## config.mk

```make
export PLATFORM = sky130hd
export DESIGN_NAME = uart_rcvr_os_flat
export DESIGN_NICKNAME = d
export VERILOG_FILES = /design/src/rtl/uart_rcvr_os_if.sv /design/src/rtl/uart_rcvr_os.sv /design/src/flat_wrapper.sv
export SDC_FILE = /design/constraint.sdc
export NUM_CORES = 1
export LEC_CHECK = 0
export ABC_AREA = 1
export CAP_MARGIN = 40
export CORE_MARGIN = 2
export CORE_UTILIZATION = 25
export DETAILED_ROUTE_END_ITERATION = 10
export PLACE_DENSITY_LB_ADDON = 0.25
export SLEW_MARGIN = 20
export SYNTH_ARGS = -nofsm -noshare
export SYNTH_HDL_FRONTEND = slang
export SYNTH_SLANG_ARGS = --single-unit
```

## constraint.sdc

```tcl
create_clock -name clk_i -period 3.1 [get_ports clk_i]
set_input_delay 0.62 -clock clk_i [delete_from_list [all_inputs] [get_ports clk_i]]
set_output_delay 0.62 -clock clk_i [all_outputs]
set_load 0.02 [all_outputs]
```

## src/rtl/uart_rcvr_os_if.sv

```systemverilog
// Receive-side pop handshake of uart_rcvr_os: head word, its error flags and valid/ready.
// The receiver drives through the master modport; the consumer uses the slave modport.
interface uart_rcvr_os_if #(
    parameter int DATA_WIDTH = 8
);
    logic                  rx_valid_o;
    logic                  rx_ready_i;
    logic [DATA_WIDTH-1:0] rx_data_o;
    logic                  rx_frame_err_o;
    logic                  rx_parity_err_o;

    modport master (
        output rx_valid_o, rx_data_o, rx_frame_err_o, rx_parity_err_o,
        input  rx_ready_i
    );

    modport slave (
        input  rx_valid_o, rx_data_o, rx_frame_err_o, rx_parity_err_o,
        output rx_ready_i
    );
endinterface

```

## src/rtl/uart_rcvr_os.sv

```systemverilog
// Oversampling UART receiver with 3-sample majority vote and a show-ahead receive FIFO.
// Define UART_RCVR_PARITY_EN to build the parity state and checker; otherwise frames are parity-less.
module uart_rcvr_os #(
    parameter int DATA_WIDTH = 8,
    parameter int OVERSAMPLE = 16,
    parameter int FIFO_DEPTH = 8
) (
    input  logic                              clk_i,
    input  logic                              rst_i,
    input  logic                              os_tick_i,
    input  logic                              serial_i,
    input  logic [1:0]                        parity_mode_i,
    input  logic                              stop2_i,
    input  logic                              overrun_clr_i,
    output logic [$clog2(FIFO_DEPTH+1)-1:0]   fifo_count_o,
    output logic                              overrun_o,
    uart_rcvr_os_if.master                    rx_if
);
    localparam int M     = OVERSAMPLE / 2;
    localparam int TC_W  = $clog2(OVERSAMPLE);
    localparam int BI_W  = $clog2(DATA_WIDTH);
    localparam int PTR_W = $clog2(FIFO_DEPTH);
    localparam int CNT_W = $clog2(FIFO_DEPTH + 1);
`ifdef UART_RCVR_PARITY_EN
    localparam int ENTRY_W = DATA_WIDTH + 2;
`else
    localparam int ENTRY_W = DATA_WIDTH + 1;
`endif

    typedef enum logic [2:0] {
        S_IDLE,
        S_START,
        S_DATA,
`ifdef UART_RCVR_PARITY_EN
        S_PARITY,
`endif
        S_STOP,
        S_STOP2
    } state_t;

    state_t                r_state;
    logic                  r_sync1, r_rx_s;
    logic [TC_W-1:0]       r_tc;
    logic [BI_W-1:0]       r_bit_idx;
    logic [DATA_WIDTH-1:0] r_shift;
    logic                  r_smp0, r_smp1;
    logic                  r_frame_err;
    logic                  r_stop2;
    logic                  r_par_err;
    logic                  r_par_en, r_par_odd;

    logic                  w_wrap, w_resolve, w_bit, w_push;
    logic [ENTRY_W-1:0]    w_entry;

    always_ff @(posedge clk_i or posedge rst_i) begin
        if (rst_i) begin
            r_sync1 <= 1'b1;
            r_rx_s  <= 1'b1;
        end else begin
            r_sync1 <= serial_i;
            r_rx_s  <= r_sync1;
        end
    end

    assign w_wrap    = os_tick_i && (r_tc == TC_W'(OVERSAMPLE - 1));
    assign w_resolve = os_tick_i && (r_tc == TC_W'(M + 1));
    // Third vote is the live synchronised sample taken on the resolve tick itself.
    assign w_bit     = (r_smp0 & r_smp1) | (r_smp0 & r_rx_s) | (r_smp1 & r_rx_s);
    assign w_push    = w_resolve && ((r_state == S_STOP && !r_stop2) || r_state == S_STOP2);

`ifdef UART_RCVR_PARITY_EN
    assign w_entry = {r_par_err, r_frame_err | ~w_bit, r_shift};
`else
    assign w_entry = {r_frame_err | ~w_bit, r_shift};
    logic w_unused_parity;
    assign w_unused_parity = ^{parity_mode_i, r_par_err, r_par_en, r_par_odd};
`endif

    always_ff @(posedge clk_i or posedge rst_i) begin
        if (rst_i) begin
            r_smp0 <= 1'b1;
            r_smp1 <= 1'b1;
        end else if (os_tick_i) begin
            if (r_tc == TC_W'(M - 1)) r_smp0 <= r_rx_s;
            if (r_tc == TC_W'(M))     r_smp1 <= r_rx_s;
        end
    end

    always_ff @(posedge clk_i or posedge rst_i) begin
        if (rst_i) begin
            r_state     <= S_IDLE;
            r_tc        <= '0;
            r_bit_idx   <= '0;
            r_shift     <= '0;
            r_frame_err <= 1'b0;
            r_par_err   <= 1'b0;
            r_stop2     <= 1'b0;
            r_par_en    <= 1'b0;
            r_par_odd   <= 1'b0;
        end else begin
            if (r_state != S_IDLE && os_tick_i)
                r_tc <= w_wrap ? '0 : r_tc + TC_W'(1);
            case (r_state)
                S_IDLE: begin
                    if (!r_rx_s) begin
                        r_state     <= S_START;
                        r_tc        <= '0;
                        r_frame_err <= 1'b0;
                        r_par_err   <= 1'b0;
                        r_stop2     <= stop2_i;
`ifdef UART_RCVR_PARITY_EN
                        r_par_en    <= (parity_mode_i == 2'b01) || (parity_mode_i == 2'b10);
                        r_par_odd   <= (parity_mode_i == 2'b10);
`else
                        r_par_en    <= 1'b0;
                        r_par_odd   <= 1'b0;
`endif
                    end
                end
                S_START: begin
                    if (w_resolve && w_bit) begin
                        r_state <= S_IDLE;
                    end else if (w_wrap) begin
                        r_state   <= S_DATA;
                        r_bit_idx <= '0;
                    end
                end
                S_DATA: begin
                    if (w_resolve)
                        r_shift <= {w_bit, r_shift[DATA_WIDTH-1:1]};
                    if (w_wrap) begin
                        if (r_bit_idx == BI_W'(DATA_WIDTH - 1))
`ifdef UART_RCVR_PARITY_EN
                            r_state <= r_par_en ? S_PARITY : S_STOP;
`else
                            r_state <= S_STOP;
`endif
                        else
                            r_bit_idx <= r_bit_idx + BI_W'(1);
                    end
                end
`ifdef UART_RCVR_PARITY_EN
                S_PARITY: begin
                    if (w_resolve)
                        r_par_err <= ((^r_shift) ^ w_bit) != r_par_odd;
                    if (w_wrap)
                        r_state <= S_STOP;
                end
`endif
                S_STOP: begin
                    if (w_resolve) begin
                        r_frame_err <= r_frame_err | ~w_bit;
                        if (!r_stop2) r_state <= S_IDLE;
                    end else if (w_wrap) begin
                        r_state <= S_STOP2;
                    end
                end
                S_STOP2: begin
                    if (w_resolve) r_state <= S_IDLE;
                end
                default: r_state <= S_IDLE;
            endcase
        end
    end

    // Receive FIFO: distributed array, head read combinationally for show-ahead.
    logic [ENTRY_W-1:0] r_mem [FIFO_DEPTH];
    logic [PTR_W-1:0]   r_wr_ptr, r_rd_ptr;
    logic [CNT_W-1:0]   r_count;
    logic               r_overrun;
    logic               w_full, w_pop, w_wr, w_nonempty;
    logic [ENTRY_W-1:0] w_head;

    assign w_nonempty = (r_count != '0);
    assign w_full     = (r_count == CNT_W'(FIFO_DEPTH));
    assign w_pop      = w_nonempty && rx_if.rx_ready_i;
    assign w_wr       = w_push && (!w_full || w_pop);
    assign w_head     = r_mem[r_rd_ptr];

    always_ff @(posedge clk_i) begin
        if (w_wr) r_mem[r_wr_ptr] <= w_entry;
    end

    always_ff @(posedge clk_i or posedge rst_i) begin
        if (rst_i) begin
            r_wr_ptr  <= '0;
            r_rd_ptr  <= '0;
            r_count   <= '0;
            r_overrun <= 1'b0;
        end else begin
            if (w_wr)  r_wr_ptr <= r_wr_ptr + PTR_W'(1);
            if (w_pop) r_rd_ptr <= r_rd_ptr + PTR_W'(1);
            case ({w_wr, w_pop})
                2'b10:   r_count <= r_count + CNT_W'(1);
                2'b01:   r_count <= r_count - CNT_W'(1);
                default: r_count <= r_count;
            endcase
            if (w_push && w_full && !w_pop) r_overrun <= 1'b1;
            else if (overrun_clr_i)         r_overrun <= 1'b0;
        end
    end

    assign fifo_count_o          = r_count;
    assign overrun_o             = r_overrun;
    assign rx_if.rx_valid_o      = w_nonempty;
    assign rx_if.rx_data_o       = w_nonempty ? w_head[DATA_WIDTH-1:0] : '0;
    assign rx_if.rx_frame_err_o  = w_nonempty & w_head[DATA_WIDTH];
`ifdef UART_RCVR_PARITY_EN
    assign rx_if.rx_parity_err_o = w_nonempty & w_head[DATA_WIDTH+1];
`else
    assign rx_if.rx_parity_err_o = 1'b0;
`endif
endmodule

```

## src/flat_wrapper.sv

```systemverilog
// flat-port wrapper written by rule: the top's interface ports become plain ports
module uart_rcvr_os_flat 
#(
    parameter int DATA_WIDTH = 8,
    parameter int OVERSAMPLE = 16,
    parameter int FIFO_DEPTH = 8
)
  (clk_i, rst_i, os_tick_i, serial_i, parity_mode_i, stop2_i, overrun_clr_i, fifo_count_o, overrun_o, rx_if_rx_valid_o, rx_if_rx_data_o, rx_if_rx_frame_err_o, rx_if_rx_parity_err_o, rx_if_rx_ready_i);
  uart_rcvr_os_if #(.DATA_WIDTH(DATA_WIDTH)) rx_if_i ();
  input  logic clk_i;
  input  logic rst_i;
  input  logic os_tick_i;
  input  logic serial_i;
  input  logic [1:0] parity_mode_i;
  input  logic stop2_i;
  input  logic overrun_clr_i;
  output logic [$clog2(FIFO_DEPTH+1)-1:0] fifo_count_o;
  output logic overrun_o;
  output wire logic [$bits(rx_if_i.rx_valid_o)-1:0] rx_if_rx_valid_o;
  output wire logic [$bits(rx_if_i.rx_data_o)-1:0] rx_if_rx_data_o;
  output wire logic [$bits(rx_if_i.rx_frame_err_o)-1:0] rx_if_rx_frame_err_o;
  output wire logic [$bits(rx_if_i.rx_parity_err_o)-1:0] rx_if_rx_parity_err_o;
  input wire logic [$bits(rx_if_i.rx_ready_i)-1:0] rx_if_rx_ready_i;
  assign rx_if_rx_valid_o = rx_if_i.rx_valid_o;
  assign rx_if_rx_data_o = rx_if_i.rx_data_o;
  assign rx_if_rx_frame_err_o = rx_if_i.rx_frame_err_o;
  assign rx_if_rx_parity_err_o = rx_if_i.rx_parity_err_o;
  assign rx_if_i.rx_ready_i = rx_if_rx_ready_i;
  uart_rcvr_os #(.DATA_WIDTH(DATA_WIDTH), .OVERSAMPLE(OVERSAMPLE), .FIFO_DEPTH(FIFO_DEPTH)) u_core (.clk_i(clk_i), .rst_i(rst_i), .os_tick_i(os_tick_i), .serial_i(serial_i), .parity_mode_i(parity_mode_i), .stop2_i(stop2_i), .overrun_clr_i(overrun_clr_i), .fifo_count_o(fifo_count_o), .overrun_o(overrun_o), .rx_if(rx_if_i));
endmodule
```

---- Word-level counts from Yosys, hierarchy flattened ----
Memory sizes are Yosys's and may differ from the RTL's.
Index checks and enable logic that the tools add are counted.
storage, ports and cells
  register bits ........................... 35
  bits in latches ......................... 0
  memory bits (writable) .................. 72
  bits in read-only memories .............. 0
  input port bits ......................... 9
  output and inout port bits .............. 16
  logic and storage cells ................. 110
  memories kept ........................... 1
memories
  name          depth  bits a word  rd ports  clocked after memory_dff  write ports  line                 RTL
  u_core.r_mem  8      9            1         0                         1            uart_rcvr_os.sv:167  logic [ENTRY_W-1:0] r_mem [FIFO_DEPTH];
operators by class
  add/sub/neg operators ................... 6
  multipliers ............................. 0
  divide/modulo/power cells ............... 0
  order comparisons ....................... 0
  eq/ne operators ......................... 23
  shift operators ......................... 0
  multiplexer cells ....................... 28
  bitwise gates (word level) .............. 9
  reductions and logical operators ........ 29
operators by type and width
  kind                                                                 count
  3-bit 2-to-1 mux                                                     13
  4-bit == test (second input constant)                                4
  4-bit 2-to-1 mux                                                     4
  3-bit case mux with 5 select lines                                   1
  1-bit logical AND                                                    10
  2-bit by 1-bit != test with 1-bit output (second input constant)     5
  3-bit by 1-bit adder with 3-bit output (second input constant)       3
  4-bit by 1-bit adder with 4-bit output (second input constant)       2
  8-bit 2-to-1 mux                                                     1
  4-bit case mux with 2 select lines                                   1
  2-bit AND reduction                                                  4
  2-bit nonzero test                                                   4
  7-bit AND reduction                                                  1
  3-bit by 2-bit == test with 1-bit output (second input constant)     2
  3-bit == test (second input constant)                                2
  1-bit 2-to-1 mux                                                     6
  2-bit != test (second input constant)                                3
  3-bit by 1-bit != test with 1-bit output (second input constant)     2
  3-bit case mux with 2 select lines                                   1
  5-bit AND reduction                                                  1
  1-bit bitwise AND                                                    4
  4-bit by 3-bit == test with 1-bit output (second input constant)     1
  4-bit nonzero test                                                   1
  4-bit by 1-bit subtractor with 4-bit output (second input constant)  1
  other kinds (12)                                                     18

---- Logic depth before layout (Yosys ltp) ----
  word-level depth ........................ 7
  mapped depth ............................ 14
  depth with buffers taken out ............ 14

---- Worst setup path after synthesis ----
Ideal clock, no wire load.
  path type ............................... in2reg
  from .................................... in os_tick_i
  to ...................................... mem u_core.r_mem[3][0] (netlist bit) (enable)
  setup time .............................. 0.387 ns
  arrival time ............................ 1.931 ns
  data required time ...................... 2.713 ns
  slack ................................... 0.783 ns
  stages on the path ...................... 8
  path buffers ............................ 0
  path through ............................ nand2_1 > inv_2 > nand3_4 > inv_2 > nand2_4 > nor2_4 > nand2_1 > nor3_1
on the way
  word-level cells in the longest chain between the ends .. 5
RTL lines
  item                                    line                 RTL
  start, declared                         flat_wrapper.sv:12   input logic os_tick_i;
  1-bit logical AND                       uart_rcvr_os.sv:66   assign w_resolve = os_tick_i && (r_tc == TC_W'(M + 1));
  1-bit logical AND                       uart_rcvr_os.sv:69   assign w_push = w_resolve && ((r_state == S_STOP && !r_stop2) || r_state == S_STOP2);
  1-bit logical AND                       uart_rcvr_os.sv:177  assign w_wr = w_push && (!w_full || w_pop);
  1-bit 2-to-1 mux                        uart_rcvr_os.sv:181  if (w_wr) r_mem[r_wr_ptr] <= w_entry;
  1-bit 2-to-1 mux (implied by the code)  uart_rcvr_os.sv:181
  end, declared                           uart_rcvr_os.sv:167
No other way between the ends.

---- Final worst setup path ----
  from .................................... reg u_core.r_rd_ptr[1]
  to ...................................... out rx_if_rx_data_o[2]
on the way
  word-level cells in the longest chain between the ends .. 2
RTL lines
  item                    line                 RTL
  start, declared         uart_rcvr_os.sv:168  logic [PTR_W-1:0] r_wr_ptr, r_rd_ptr;
  start signal, assigned  uart_rcvr_os.sv:192  if (w_pop) r_rd_ptr <= r_rd_ptr + PTR_W'(1);
  memory 8 x 9 bit        -
  8-bit 2-to-1 mux        uart_rcvr_os.sv:206  assign rx_if.rx_data_o = w_nonempty ? w_head[DATA_WIDTH-1:0] : '0;
  end, declared           flat_wrapper.sv:20   output wire logic [$bits(rx_if_i.rx_data_o)-1:0] rx_if_rx_data_o;
No other way between the ends.

==> reports/metrics.csv <==
metric,value,unit
status,"complete, no violations",
layout-drive-gt1-share,12.0,%
critical-path-slowest-cell,clkdlybuf4s50_1,
crit_family,buffers and inverters,
ws_path_type,reg -> out,
timing.critical_path.cells,"buf_4, o21ai_0, o22ai_1, o21ai_0, a31oi_1, clkdlybuf4s50_1",
finalNetCount,486,
post-route-util,30.4,%
drtAntennaViolNets,0,
synth_top_cell_area_share,46.6,%
report.final.setup_viol,0,
number_of_buffers_added_by_the_clock_tree_synthesis_step,9,
grt_pass1_wl,15700,um
clock_tree.htree_level_count,3,
design.die.area,0.0197,mm^2
cts.sink_count,107,
groute.usage.overall,10.4,%
place.port_buffers,21,
routabilityCongestion,0.765,
root_cell_of_the_clock_tree,clkbuf_16,
netlist-cell-type-count,34,
synth_xor_xnor_area_share,1.13,%
worstHoldPathType,reg -> reg,
start_kind,register,
finalHoldViolations,0,
synth_area_in_compound_gates,11.2,%
ios,25,
synth_seq_cells,107,
synthMostInstantiatedCell,edfxtp_1,
drv_slew,0,
rsz0062_at_grt,false,
leakage,2.08,nW
synth_edf_count,72,
final.min_clock_period,2.96,ns
worst-path-max-fanout,17,
netlist_top_cells_area,"edfxtp_1 (47%), dfrtp_1 (17%), o21ai_0 (6.8%)",
flow.area_growth_from_synthesis,18.4,%
row_count,49,
setup.reg_to_reg.worst_slack,0.86,ns
dp.final_hpwl,6230,um
worstPathRequired,2.48,ns
synth.mux.area_fraction,0,%
placed_cells,687,
netlist_top_cells_count,"edfxtp_1 (72), nor2_1 (67), o21ai_0 (63)",
post_cts_resized,1,
drt-initial-drc-count,177,
first_global_vias,2968,
layout_setup_ws,0.144,ns
synth.largest_area_cell,edfxtp_1,
initial_core_util,25.7,%
overflow,0,
skew,0.00808,ns
synth_flop_cell,edfxtp_1,
worst_setup_path_end_kind,output pin,
pd_cells,866,mW/mm^2
skew_pair_late_insertion_delay,0.35,ns
synth_top_family_by_area,simple AND/OR/NAND/NOR gates,
vdd_ir_drop_max,0.000291,V
buffers_inverters_on_critical_path,2,
number_of_antenna_violations_at_the_first_check_in_global_routing,0,
cts_post_setup_buffers_inserted,0,
critPathArrivalTime,2.34,ns
timing_worst_slew_pin_value,0.599,ns
maxCapViolations,0,
post_synth.cell_area_avg,10.7,um^2
post-route-drc-count,0,
routed-via-count,3106,
critPathMostFrequentCell,o21ai_0,
fp.coreArea,0.0181,mm^2
timing.final.crit_share,95.4,%
route.detailed.vias_per_inst,4.42,
die_width,140,um
post_synthesis_cells,434,
final_cell_count_no_fill,703,
ys_async_sr_fraction,32.7,%
postCtsHoldBufs,0,
total_power,0.00476,W
timing.max_slew.rel_slack,59.8,%
max_stage_delay,0.64,ns
avg_wl_per_cell,13.8,um
maximum_number_of_pins_on_one_net_before_global_route_repair,38,
drt_pass1_iterations,4,
post-place-ws,0.368,ns
net_count_synth,451,
combined_area_of_all_synthesized_cells,0.00464,mm^2
final.setup.tns,0,ns
chipHeight,140,um
diodes,0,
ys_warn_count,0,
tritoncts,yes,
max_clock_freq,338,MHz
yosys.area_share.simple,15.4,%
clock_path_buffers,2,
postRouteWirelength,9710,um
cts.clk_slew.worst_paths,0.07,ns
synth_sequential_area_ratio,65.6,%
synthAdderAreaFrac,2.16,%
final timing paths:
| kind | start | to | depth (start not counted) |
|---|---|---|---|
| max | u_core.r_rd_ptr[1] | rx_if_rx_data_o[2] | 6 |
| min | u_core.r_sync1 | u_core.r_rx_s | 0 |
| max reg2reg | u_core.fifo_count_o[0] | u_core.r_mem[2][5] | 10 |
| min reg2reg | u_core.r_sync1 | u_core.r_rx_s | 0 |
| max in group asynchronous | rst_i | u_core.r_smp1 | 3 |
| min in group asynchronous | rst_i | u_core.r_stop2 | 3 |
layer usage:
metal	GRT usage [%]	up-vias	part of all wire, %
li1	-	1561	-
met1	13.1	1484	46
met2	17.3	49	49
met3	2.29	12	3.5
met4	4.25	0	1.7
met5	0	-	0
state kept, by name (all words and copies together), names as in the netlist, 3 cells and up:
signal and count:
u_core.fifo_count_o 4, u_core.r_rd_ptr 3, u_core.r_shift 8, u_core.r_state 3, u_core.r_bit_idx 3, u_core.r_tc 4, u_core.r_mem 72, u_core.r_wr_ptr 3
kinds of logic (layout without fill, tap and decap cells):
family,count (synthesis),in the layout
AOI/OAI and AO/OA,96,96
DFF,107,107
and+or+nand+nor,163,163
other,1,1
adders and majority gates,8,8
buffers and inverters,53,93
xor gates and xnor gates,6,6
report_power, final:
| group | switching [W] | leakage (nW) | internal (W) |
|---|---|---|---|
| Sequential | 0.000116 | 1.05 | 0.00167 |
| Combinational | 0.00117 | 0.894 | 0.000720 |
| Clock | 0.000528 | 0.134 | 0.000557 |
metrics by stage:
step                instance area, um^2  hold slack, ns
detailed placement                 5200           0.348
global route                       5490           0.367
finish                             5490           0.358
CTS                                5490           0.360
global placement                   5200           0.347
floorplan                          4640           0.345
final cells by class:
class | count | area, um^2
Sequential cell | 107 | 3040
Timing Repair Buffer | 37 | 334
Clock buffer | 9 | 225
Multi-Input combinational cell | 274 | 1400
Inverter | 40 | 150
Fill cell | 1830 | 12600
Clock inverter | 7 | 58.8
Tap cell | 229 | 287
worst reg2reg max path, stage by stage (launching register included):
cell and delay, ns:
dfrtp_1 0.44, nor2_1 0.11, nand3_2 0.23, nand2_2 0.13
inv_2 0.17, nor2_2 0.07, nor2_4 0.13, inv_2 0.05
or2_4 0.25, nor3_2 0.11, buf_4 0.24
cell usage in the layout, fill, tap and decap left out, drive strengths merged, types with 2 or more instances in the layout:
cell,netlist,routed
nor3,8,8
clkinvlp,0,2
inv,37,40
o22ai,11,11
clkdlybuf4s50,0,21
clkinv,3,5
nor2,72,72
nand3,13,13
dfstp,4,4
ha,8,8
or2,2,2
xor2,6,6
buf,4,16
clkbuf,9,9
a21oi,5,5
edfxtp,72,72
nand2,67,67
o21ai,66,66
dfrtp,31,31
a31oi,10,10
Power figures use the tool's default switching activity.
